`src/rtl/shared_resource_responder.sv`:
```
// Responder for the grant-muxed shared-resource request bus: a LATENCY-deep
// stall-able add pipeline with per-requester result handshake and flush.
module shared_resource_responder #(
  parameter int DATA_WIDTH = 32,
  parameter int LATENCY    = 3,
  parameter int ADD_CONST  = 1
) (
  input  logic                  clk,
  input  logic                  reset,
  input  logic [DATA_WIDTH-1:0] resource_input,
  input  logic                  in_valid_1,
  input  logic                  in_valid_2,
  input  logic                  flush_1,
  input  logic                  flush_2,
  input  logic                  out_ready_1,
  input  logic                  out_ready_2,
  output logic                  in_ready,
  output logic [DATA_WIDTH-1:0] resource_output,
  output logic                  out_valid_1,
  output logic                  out_valid_2,
  output logic                  busy,
  output logic                  protocol_err,
  output logic [15:0]           done_count_1,
  output logic [15:0]           done_count_2
);

  localparam logic [DATA_WIDTH-1:0] ADD_K = DATA_WIDTH'(ADD_CONST);

  // tag: 0 = requester 1, 1 = requester 2
  typedef struct packed {
    logic                  valid;
    logic                  tag;
    logic [DATA_WIDTH-1:0] data;
  } stage_t;

  stage_t stages [LATENCY];
  stage_t nxt    [LATENCY];
  stage_t last;
  logic   fire_1, fire_2, last_flushed, advance, accept;

  assign last         = stages[LATENCY-1];
  assign out_valid_1  = last.valid & ~last.tag & ~flush_1;
  assign out_valid_2  = last.valid &  last.tag & ~flush_2;
  assign fire_1       = out_valid_1 & out_ready_1;
  assign fire_2       = out_valid_2 & out_ready_2;
  // A flushed output slot frees itself, so it must not stall the pipe.
  assign last_flushed = last.valid & (last.tag ? flush_2 : flush_1);
  assign advance      = ~last.valid | fire_1 | fire_2 | last_flushed;
  assign in_ready     = advance;
  assign accept       = advance & (in_valid_1 ^ in_valid_2)
                      & (in_valid_1 ? ~flush_1 : ~flush_2);
  assign resource_output = last.valid ? last.data : '0;

  always_comb begin
    busy = 1'b0;
    for (int i = 0; i < LATENCY; i++) busy = busy | stages[i].valid;
  end

  always_comb begin
    // NOTE: every element of nxt gets a default first so no latch is inferred.
    for (int i = 0; i < LATENCY; i++) nxt[i] = stages[i];
    if (advance) begin
      for (int i = LATENCY - 1; i > 0; i--) nxt[i] = stages[i-1];
      nxt[0].valid = accept;
      nxt[0].tag   = in_valid_2;
      nxt[0].data  = accept ? resource_input + ADD_K : '0;
    end
    // Flush acts on the post-shift image; other requester's entries keep order.
    for (int i = 0; i < LATENCY; i++) begin
      if (nxt[i].valid && (nxt[i].tag ? flush_2 : flush_1)) nxt[i].valid = 1'b0;
    end
  end

  always_ff @(posedge clk or posedge reset) begin
    if (reset) begin
      // NOTE: stage data is reset too, so the observable state after reset is all-zero.
      for (int i = 0; i < LATENCY; i++) stages[i] <= '0;
      protocol_err <= 1'b0;
      done_count_1 <= '0;
      done_count_2 <= '0;
    end else begin
      // NOTE: non-blocking assignments for all registered state.
      for (int i = 0; i < LATENCY; i++) stages[i] <= nxt[i];
      protocol_err <= protocol_err | (in_valid_1 & in_valid_2);
      if (fire_1) done_count_1 <= done_count_1 + 16'd1;
      if (fire_2) done_count_2 <= done_count_2 + 16'd1;
    end
  end

endmodule

```
`config.mk`:
```
export PLATFORM = sky130hd
export DESIGN_NAME = shared_resource_responder
export DESIGN_NICKNAME = d
export VERILOG_FILES = /design/src/rtl/shared_resource_responder.sv
export SDC_FILE = /design/constraint.sdc
export NUM_CORES = 1
export LEC_CHECK = 0
export CAP_MARGIN = 10
export CORE_UTILIZATION = 57
export DETAILED_ROUTE_END_ITERATION = 8
export HOLD_SLACK_MARGIN = 0.08
export PLACE_DENSITY = 0.86
export SETUP_SLACK_MARGIN = 0.02
export SYNTH_ARGS = -nofsm -noshare
export SYNTH_HDL_FRONTEND = slang
export SYNTH_SLANG_ARGS = --single-unit
```
`constraint.sdc`:
```
create_clock -name clk -period 16.2 [get_ports clk]
set_input_delay 4.86 -clock clk [delete_from_list [all_inputs] [get_ports clk]]
set_output_delay 4.86 -clock clk [all_outputs]
set_load 0.01 [all_outputs]
```
==> summary.txt, run 1 <==
Pwr
  • Comb pwr share: 0.073
  • Clk network pwr share: 0.485
  • Leak: 3.70 nW
  • Cell Int Power: 656 uW
  • Switch Pwr: 184 uW
  • Peak supply drop: 0.0586 mV
  • Sw frac: 0.219
  • Pwr Density: 106 nW/um^2
  • Seq pwr share: 0.442

Clock tree
  • Cts bufs inserted: 17
  • CTS Hold Bufs: 0
  • Worst skew pair latency: 0.53 ns
  • Htree depth: 4
  • Clk sinks: 135
  • PostCTS Resize Cnt: 0
  • Clock tree from TritonCTS: done
  • Clock-pin slew on the worst setup and hold paths: 0.06 ns
  • Post-CTS setup buffers: 0
  • Root buf cell: clkbuf_8
  • Clk buf depth: 2

STA
  • Tmin final: 12.83 ns
  • FMAX: 0.0780 GHz
  • Final Hold Viols: 0
  • Max-slew headroom: 0.321
  • Slew Limit Fails: 0
  • Fin crit share: 0.792
  • Worst slew pin tran: 1.02 ns
  • Post-route clock skew: 0.00680 ns
  • Hold slack: 0.455 ns
  • RSZ-0062 raised after global routing: no
  • TNS Setup: 0 ns
  • Setup Viol. Count Final: 0

Drt
  • 1st-iter DRT viols: 372
  • Post-Route WL: 13,800 um
  • DR WL/cell: 15.3 um
  • Final ANT Viol Nets: 0
  • Vias/cell: 5.49
  • Drt pass-1 iters: 5
  • DRC Markers: 0
  • Via count: 4,928

Yosys
  • Mapped Area: 6090 um^2
  • Ys Warns: 0
  • Yosys reg bits: 135
  • Syn_nets: 691
  • Mapped Cells: 647
  • Syn_area_per_cell: 9.41 um^2
  • Seq/Total Area, Yosys: 0.555
  • Synth cell types: 37

Floorplanning
  • Full die area: 11,100 um^2
  • IO Pins: 109
  • Core box area: 10,300 um^2
  • Die W: 105 um
  • Initial Util: 0.590
  • Die height: 105 um
  • Row Count: 37

Final layout
  • Commonest cells after routing, fill and taps aside: nand2_1 (244), dfrtp_1 (135), clkdlybuf4s50_1 (108), and2_1 (36), xnor2_1 (33)
  • Final std cells w/o fill: 898
  • Fillers: 668
  • Most common cell after layout, fill and taps aside: nand2_1
  • Final core occ: 0.764
  • Synth-to-layout area growth: 29.5%
  • N_diodes: 0
  • Share of cells above drive strength 1: 0.0643
  • Fin nets: 793

Setup path
  • CP Data Arrival Time: 7.97 ns
  • CP startpoint kind: primary input
  • Reg-to-Reg End: stages[89]
  • Worst EP required: 11.34 ns
  • Capture point of the critical path: in_ready
  • Critical path launch point: flush_1
  • CP endpoint kind: output pin
  • Crit Path Max Fanout: 105
  • Crit Path Class: primary input to output pin
  • Reg-to-reg startpoint: last[33]
  • Reg2Reg Depth: 6
  • R2r setup slk: 11.83 ns

GRT
  • Vias in the first global route: 4,866
  • Initial antenna violation count: 0
  • Tot GR Track Use: 0.265
  • Largest net degree at the start of global routing: 106
  • First-pass GRT wire length: 22,900 um
  • GR Overflow Total: 0

Flow run
  • Total of max-cap violations: 0

Placement
  • Inst Count DP: 866
  • Routability congestion estimate from global placement: 0.899
  • Port Buffer Count: 108
  • DP HPWL: 8740 um

Status
  • Outcome: completed

Worst hold path
  • Class of the worst hold path: register to register
## final cells by class
type	instances	area, um^2	share of cell area
clock buffer	26	538	0.0682
clock inverter	6	108	0.0136
inverter	7	31.3	0.00397
multi-input combinational	478	2570	0.325
sequential	135	3380	0.428
tap	136	170	0.0216
timing repair buffer	110	1100	0.139
## registers in the layout (all words and copies together) (netlist names)
name and cells:
last 34, protocol_err 1, done_count_2 16, done_count_1 16, stages 68
## synthesized netlist by cell type (all sizes together)
cell type	n	area, um^2
nand2	244	916
dfrtp	135	3380
and2	36	225
xnor2	33	289
o21ai	29	145
xor2	27	236
nand3	26	130
nand4	17	106
clkbuf	15	57.6
buf	12	60.1
and3	10	62.6
nor2	10	37.5
and4	7	61.3
inv	7	28.8
nor4	6	50.0
nor3	5	30.0
o31ai	5	51.3
ha	4	50.1
mux2	4	48.8
or2	3	18.8
mux2i	2	20.0
a211oi	1	7.51
a221oi	1	8.76
a22oi	1	7.51
and4b	1	10.0
and4bb	1	12.5
nor2b	1	6.26
nor3b	1	7.51
o21a	1	7.51
or3	1	6.26
or4b	1	13.8
## kinds of logic after synthesis
| kind of cell | after synthesis | synth area share |
|---|---|---|
| and+or+nand+nor | 370 | 0.278 |
| DFF | 135 | 0.555 |
| xor gates and xnor gates | 60 | 0.0863 |
| AOI/OAI and AO/OA | 38 | 0.0374 |
| buffers and inverters | 34 | 0.0240 |
| muxes | 6 | 0.0113 |
| adders and majority gates | 4 | 0.00822 |
## power groups by stage
stage          combinational, mW  sequential [mW]  clock, mW
2_1_floorplan             0.0314            0.373          0
3_3_place_gp              0.0584            0.375          0
3_5_place_dp              0.0609            0.376          0
4_1_cts                   0.0622            0.371      0.410
5_1_grt                   0.0678            0.374      0.425
6_report                  0.0613            0.372      0.407
## how the worst min path moves through the flow
| stage | startpoint | slack [ns] | endpoint | cells past startpoint |
|---|---|---|---|---|
| 2_1_floorplan | last[10] | 0.43 | last[10] | 2 |
| 5_1_grt | last[18] | 0.47 | last[18] | 2 |
| 4_1_cts | last[23] | 0.46 | last[23] | 2 |
| 6_report | last[18] | 0.45 | last[18] | 2 |
| 3_5_place_dp | last[23] | 0.45 | last[23] | 2 |
| 3_3_place_gp | last[17] | 0.44 | last[17] | 2 |
## per-layer routing
metal  routed length [um]  part of all wire  track usage  up-vias
met5                    0                 0            0        -
met4                  216             0.016       0.0946        0
met3                  730             0.053       0.0618       21
met2                 7010              0.51        0.453      177
met1                 5820              0.42        0.328     2409
li1                     -                 -            -     2321
## worst max-delay path, cell delays in order
cell	delay, ns
clkdlybuf4s50_1	0.48
or4b_4	0.58
o31ai_4	0.07
buf_4	0.78
inv_4	0.49
clkdlybuf4s50_1	0.62
## metrics by stage
step / cell area (um^2) / total power [mW] / setup slack (ns)
global route: 7890 / 0.867 / 3.25
global placement: 7240 / 0.433 / 3.46
CTS: 7890 / 0.843 / 3.40
floorplan: 6090 / 0.404 / 5.57
finish: 7890 / 0.840 / 3.37
detailed placement: 7240 / 0.437 / 3.43
Power figures use the tool's default switching activity.
==> inputs of run 2 (changes only) <==
--- a/config.mk
+++ b/config.mk
@@ -6,10 +6,10 @@
 export NUM_CORES = 1
 export LEC_CHECK = 0
 export CAP_MARGIN = 10
-export CORE_UTILIZATION = 57
+export CORE_UTILIZATION = 53
 export DETAILED_ROUTE_END_ITERATION = 8
 export HOLD_SLACK_MARGIN = 0.08
-export PLACE_DENSITY = 0.86
+export PLACE_DENSITY = 0.8
 export SETUP_SLACK_MARGIN = 0.02
 export SYNTH_ARGS = -nofsm -noshare
 export SYNTH_HDL_FRONTEND = slang
==> constraint.sdc (replaced) <==
create_clock -name clk -period 13.2 [get_ports clk]
set_input_delay 3.96 -clock clk [delete_from_list [all_inputs] [get_ports clk]]
set_output_delay 3.96 -clock clk [all_outputs]
set_load 0.01 [all_outputs]
==> summary.txt, run 2 (synthesized netlist as in run 1, its figures left out) <==
Drt
  • DR WL/cell: 14.3 um (was 15.3 um)
  • Vias/cell: 5.34 (was 5.49)
  • DRC Markers: 0 (unchanged)
  • Via count: 4,818 (was 4,928)
  • Drt pass-1 iters: 4 (was 5)
  • Post-Route WL: 12,900 um (was 13,800 um)
  • 1st-iter DRT viols: 378 (was 372)
  • Final ANT Viol Nets: 0 (unchanged)

GRT
  • Initial antenna violation count: 0 (unchanged)
  • First-pass GRT wire length: 21,500 um (was 22,900 um)
  • Vias in the first global route: 4,720 (was 4,866)
  • Tot GR Track Use: 0.234 (was 0.265)
  • GR Overflow Total: 0 (unchanged)
  • Largest net degree at the start of global routing: 105 (was 106)

STA
  • Slew Limit Fails: 0 (unchanged)
  • Setup WS post-layout: 3.21 ns (was 3.37 ns)
  • Worst slew pin tran: 0.996 ns (was 1.02 ns)
  • Hold slack: 0.455 ns (about the same)
  • TNS Setup: 0 ns (unchanged)
  • Fin crit share: 0.757
  • RSZ-0062 raised after global routing: no (unchanged)
  • Final Hold Viols: 0 (unchanged)
  • Setup Viol. Count Final: 0 (unchanged)
  • Post-route clock skew: 0.00681 ns (was 0.00680 ns)
  • Tmin final: 9.99 ns
  • Max-slew headroom: 0.336 (was 0.321)
  • FMAX: 0.100 GHz

Clock tree
  • Clk sinks: 135 (unchanged)
  • Htree depth: 4 (unchanged)
  • Cts bufs inserted: 17 (unchanged)
  • Root buf cell: clkbuf_16 (was clkbuf_8)
  • CTS Hold Bufs: 0 (unchanged)
  • Clock-pin slew on the worst setup and hold paths: 0.06 ns (about the same)
  • Clock tree from TritonCTS: done (unchanged)
  • PostCTS Resize Cnt: 0 (unchanged)
  • Worst skew pair latency: 0.41 ns (was 0.53 ns)
  • Post-CTS setup buffers: 0 (unchanged)
  • Clk buf depth: 2 (unchanged)

Floorplanning
  • Row Count: 38 (was 37)
  • Die height: 109 um (was 105 um)
  • IO Pins: 109 (unchanged)
  • Initial Util: 0.552 (was 0.590)
  • Full die area: 11,900 um^2 (was 11,100 um^2)
  • Die W: 109 um (was 105 um)
  • Core box area: 11,000 um^2 (was 10,300 um^2)

Setup path
  • CP endpoint kind: output pin (unchanged)
  • Crit Path Class: primary input to output pin (unchanged)
  • Most used cell, CP: clkdlybuf4s50_1 (unchanged)
  • CP Data Arrival Time: 6.03 ns (was 7.97 ns)
  • Slowest stage cell, crit path: or4b_4 (was buf_4)
  • Worst EP required: 9.24 ns (was 11.34 ns)
  • Critical-path cell list: clkdlybuf4s50_1, or4b_4, o31ai_4, inv_4, clkdlybuf4s50_1 (was clkdlybuf4s50_1, or4b_4, o31ai_4, buf_4, inv_4, clkdlybuf4s50_1)
  • CP startpoint kind: primary input (unchanged)
  • Slowest Stage Delay on Critical Path: 0.58 ns (was 0.78 ns)
  • Crit Path Max Fanout: 68 (was 105)

Pwr
  • Power, Total: 1.03 mW (was 840 uW)
  • Leak: 3.68 nW (was 3.70 nW)
  • Peak supply drop: 0.0942 mV (was 0.0586 mV)
  • Pwr Density: 131 nW/um^2 (was 106 nW/um^2)

Placement
  • Inst Count DP: 870 (was 866)
  • Post-DP Area: 7250 um^2 (was 7240 um^2)
  • Routability congestion estimate from global placement: 0.869 (was 0.899)
  • Setup WS pre-CTS: 3.23 ns (was 3.43 ns)
  • DP HPWL: 8670 um (was 8740 um)
  • Port Buffer Count: 108 (unchanged)

Final layout
  • Commonest cells after routing, fill and taps aside: nand2_1 (244), dfrtp_1 (135), clkdlybuf4s50_1 (108), and2_1 (36), xnor2_1 (33) (unchanged)
  • Register area: 3380 um^2 (unchanged)
  • Fillers: 836 (was 668)
  • Final Instance Area: 7890 um^2 (about the same)
  • Final std cells w/o fill: 902 (was 898)
  • Area of the multi-input gates: 2570 um^2 (unchanged)
  • Most common cell after layout, fill and taps aside: nand2_1 (unchanged)
  • Largest Register: stages (unchanged)
  • Max reg flops: 68 (unchanged)
  • Fin nets: 793 (unchanged)
  • Final core occ: 0.715 (was 0.764)
  • Synth-to-layout area growth: 29.5% (about the same)
  • N_diodes: 0 (unchanged)
  • Share of cells above drive strength 1: 0.0643 (unchanged)

Flow run
  • Total of max-cap violations: 0 (unchanged)

Worst hold path
  • Class of the worst hold path: register to register (unchanged)

Status
  • Outcome: completed (unchanged)
run 2: layout make-up:
class	count	area share
Sequential cell	135	0.428
Timing Repair Buffer	110	0.139
Clock inverter	14	0.0252
Multi-Input combinational cell	478	0.325
Clock buffer	18	0.0557
Inverter	7	0.00397
Tap cell	140	0.0222
run 2: worst paths after layout:
| kind | start | slack [ns] | cells past startpoint | endpoint |
|---|---|---|---|---|
| max | flush_1 | 3.21 | 5 | in_ready |
| max in group asynchronous | reset | 7.75 | 3 | stages[55] |
| min reg2reg | last[14] | 0.45 | 2 | last[14] |
| min in group asynchronous | reset | 4.01 | 2 | done_count_2[4] |
| max reg2reg | last[33] | 9.94 | 5 | stages[101] |
| min | last[14] | 0.45 | 2 | last[14] |
run 2: power breakdown:
group | total, mW | switching, mW | internal [mW]
Sequential | 0.455 | 0.0175 | 0.438
Clock | 0.502 | 0.180 | 0.322
Combinational | 0.0745 | 0.0398 | 0.0347
Total | 1.03 | 0.237 | 0.795
run 2: routing by layer:
metal  GRT usage  share of wire  wire length [um]
met2       0.396           0.50              6480
met4      0.0790          0.016               211
met3      0.0526          0.042               547
met1       0.295           0.44              5670
met5           0              0                 0
run 2: worst max-delay path: cells and delay by family:
| family | cells | cell delay, ns |
|---|---|---|
| simple gates | 1 | 0.58 |
| buf+inv | 3 | 1.37 |
| compound gates | 1 | 0.09 |
==> inputs of run 3 (changes only) <==
==> constraint.sdc (replaced) <==
create_clock -name clk -period 9.3 [get_ports clk]
set_input_delay 2.79 -clock clk [delete_from_list [all_inputs] [get_ports clk]]
set_output_delay 2.79 -clock clk [all_outputs]
set_load 0.01 [all_outputs]
==> summary.txt, run 3 (synthesized netlist as in run 1, its figures left out) <==
Status
  • Outcome: completed (unchanged)

Drt
  • Final ANT Viol Nets: 0 (unchanged)
  • DRC Markers: 0 (unchanged)
  • WL met1: 5540 um (was 5670 um)
  • Via count: 4,744 (was 4,818)
  • Met2 WL: 6370 um (was 6480 um)
  • 1st-iter DRT viols: 388 (was 378)
  • DR WL/cell: 14.0 um (was 14.3 um)
  • Met3 WL post-DR: 602 um (was 547 um)
  • Vias/cell: 5.26 (was 5.34)
  • Drt pass-1 iters: 4 (unchanged)
  • Post-Route WL: 12,600 um (was 12,900 um)
  • Top routing layer in use: met4 (unchanged)

Floorplanning
  • Die height: 109 um (unchanged)
  • Die W: 109 um (unchanged)
  • Row Count: 38 (unchanged)
  • IO Pins: 109 (unchanged)
  • Initial Util: 0.552 (unchanged)
  • Core box area: 11,000 um^2 (unchanged)
  • Full die area: 11,900 um^2 (unchanged)

STA
  • FMAX: 0.131 GHz
  • Final Hold Viols: 0 (unchanged)
  • Max-slew headroom: 0.306 (was 0.336)
  • Slew Limit Fails: 0 (unchanged)
  • TNS Setup: 0 ns (unchanged)
  • Setup WS post-layout: 1.67 ns (was 3.21 ns)
  • RSZ-0062 raised after global routing: no (unchanged)
  • Worst slew pin tran: 1.04 ns (was 0.996 ns)
  • Setup Viol. Count Final: 0 (unchanged)
  • Tmin final: 7.63 ns
  • Fin crit share: 0.821
  • Hold slack: 0.453 ns (was 0.455 ns)
  • Post-route clock skew: 0.0192 ns (was 0.00681 ns)

Clock tree
  • Clock tree from TritonCTS: done (unchanged)
  • Post-CTS setup buffers: 0 (unchanged)
  • Clk buf depth: 2 (unchanged)
  • Htree depth: 4 (unchanged)
  • Cts bufs inserted: 17 (unchanged)
  • CTS Hold Bufs: 0 (unchanged)
  • Clk sinks: 135 (unchanged)
  • Root buf cell: clkbuf_16 (unchanged)
  • Worst skew pair latency: 0.42 ns (was 0.41 ns)
  • PostCTS Resize Cnt: 0 (unchanged)
  • Clock-pin slew on the worst setup and hold paths: 0.05 ns (was 0.06 ns)

GRT
  • Tot GR Track Use: 0.229 (was 0.234)
  • Largest net degree at the start of global routing: 105 (unchanged)
  • GR Overflow Total: 0 (unchanged)
  • First-pass GRT wire length: 21,000 um (was 21,500 um)
  • Vias in the first global route: 4,611 (was 4,720)
  • Initial antenna violation count: 0 (unchanged)

Placement
  • Routability congestion estimate from global placement: 0.870 (was 0.869)
  • Port Buffer Count: 108 (unchanged)
  • DP HPWL: 8420 um (was 8670 um)
  • Setup WS pre-CTS: 1.67 ns (was 3.23 ns)

Final layout
  • Fin nets: 793 (unchanged)
  • Synth-to-layout area growth: 29.0% (was 29.5%)
  • Commonest cells after routing, fill and taps aside: nand2_1 (244), dfrtp_1 (135), clkdlybuf4s50_1 (108), and2_1 (36), xnor2_1 (33) (unchanged)
  • Register area: 3380 um^2 (unchanged)
  • Share of cells above drive strength 1: 0.0630 (was 0.0643)
  • Max reg flops: 68 (unchanged)
  • Area of the multi-input gates: 2570 um^2 (unchanged)
  • Most common cell after layout, fill and taps aside: nand2_1 (unchanged)
  • N_diodes: 0 (unchanged)
  • Largest Register: stages (unchanged)
  • Fillers: 847 (was 836)

Worst hold path
  • Class of the worst hold path: register to register (unchanged)

Flow run
  • Total of max-cap violations: 0 (unchanged)

Setup path
  • CP Data Arrival Time: 4.84 ns (was 6.03 ns)
  • Worst EP required: 6.51 ns (was 9.24 ns)
  • CP startpoint kind: primary input (unchanged)
  • Crit Path Class: primary input to output pin (unchanged)
  • Crit Path Max Fanout: 68 (unchanged)
  • CP endpoint kind: output pin (unchanged)

Pwr
  • Leak: 3.67 nW (was 3.68 nW)
  • Peak supply drop: 0.108 mV (was 0.0942 mV)
  • Pwr Density: 182 nW/um^2 (was 131 nW/um^2)
==> run 3: worst paths after layout <==
path	start	endpoint	cells after the start	slack, ns
setup / recovery	flush_1	in_ready	5	1.67
hold / removal	last[14]	last[14]	2	0.45
setup reg to reg	last[33]	stages[67]	5	6.04
hold reg to reg	last[14]	last[14]	2	0.45
max in group asynchronous	reset	done_count_2[2]	3	5.00
min in group asynchronous	reset	done_count_1[3]	2	2.82
==> run 3: worst max-delay path, stage by stage <==
cell and delay, ns:
clkdlybuf4s50_1 0.50, or4b_4 0.58, o31ai_4 0.09, inv_4 0.28, clkdlybuf4s50_1 0.57
==> run 3: area by class of cell <==
class                           instances  area share
Sequential cell                       135       0.430
Clock inverter                         12      0.0193
Timing Repair Buffer                  110       0.140
Inverter                                7     0.00398
Multi-Input combinational cell        478       0.327
Clock buffer                           20      0.0581
Tap cell                              140      0.0223
==> run 3: per-stage QoR <==
step	total power, mW	cell area (um^2)	instances	utilization
after floorplan	0.705	6090	647	-
after global placement	0.754	7250	870	0.657
after detailed placement	0.760	7250	870	0.657
after CTS	1.44	7860	902	0.712
after global routing	1.48	7860	902	0.712
final	1.43	7860	902	0.712
==> run 3: report_power, final <==
part	switching [mW]	total, mW	internal (mW)
Sequential	0.0239	0.645	0.621
Clock	0.241	0.676	0.435
Combinational	0.0560	0.105	0.0493
Total	0.321	1.43	1.11
==> run 3: metal layers <==
metal | up-vias | track usage
met2 | 126 | 0.394
met1 | 2291 | 0.286
met4 | 0 | 0.0752
li1 | 2314 | -
met5 | - | 0
met3 | 13 | 0.0520
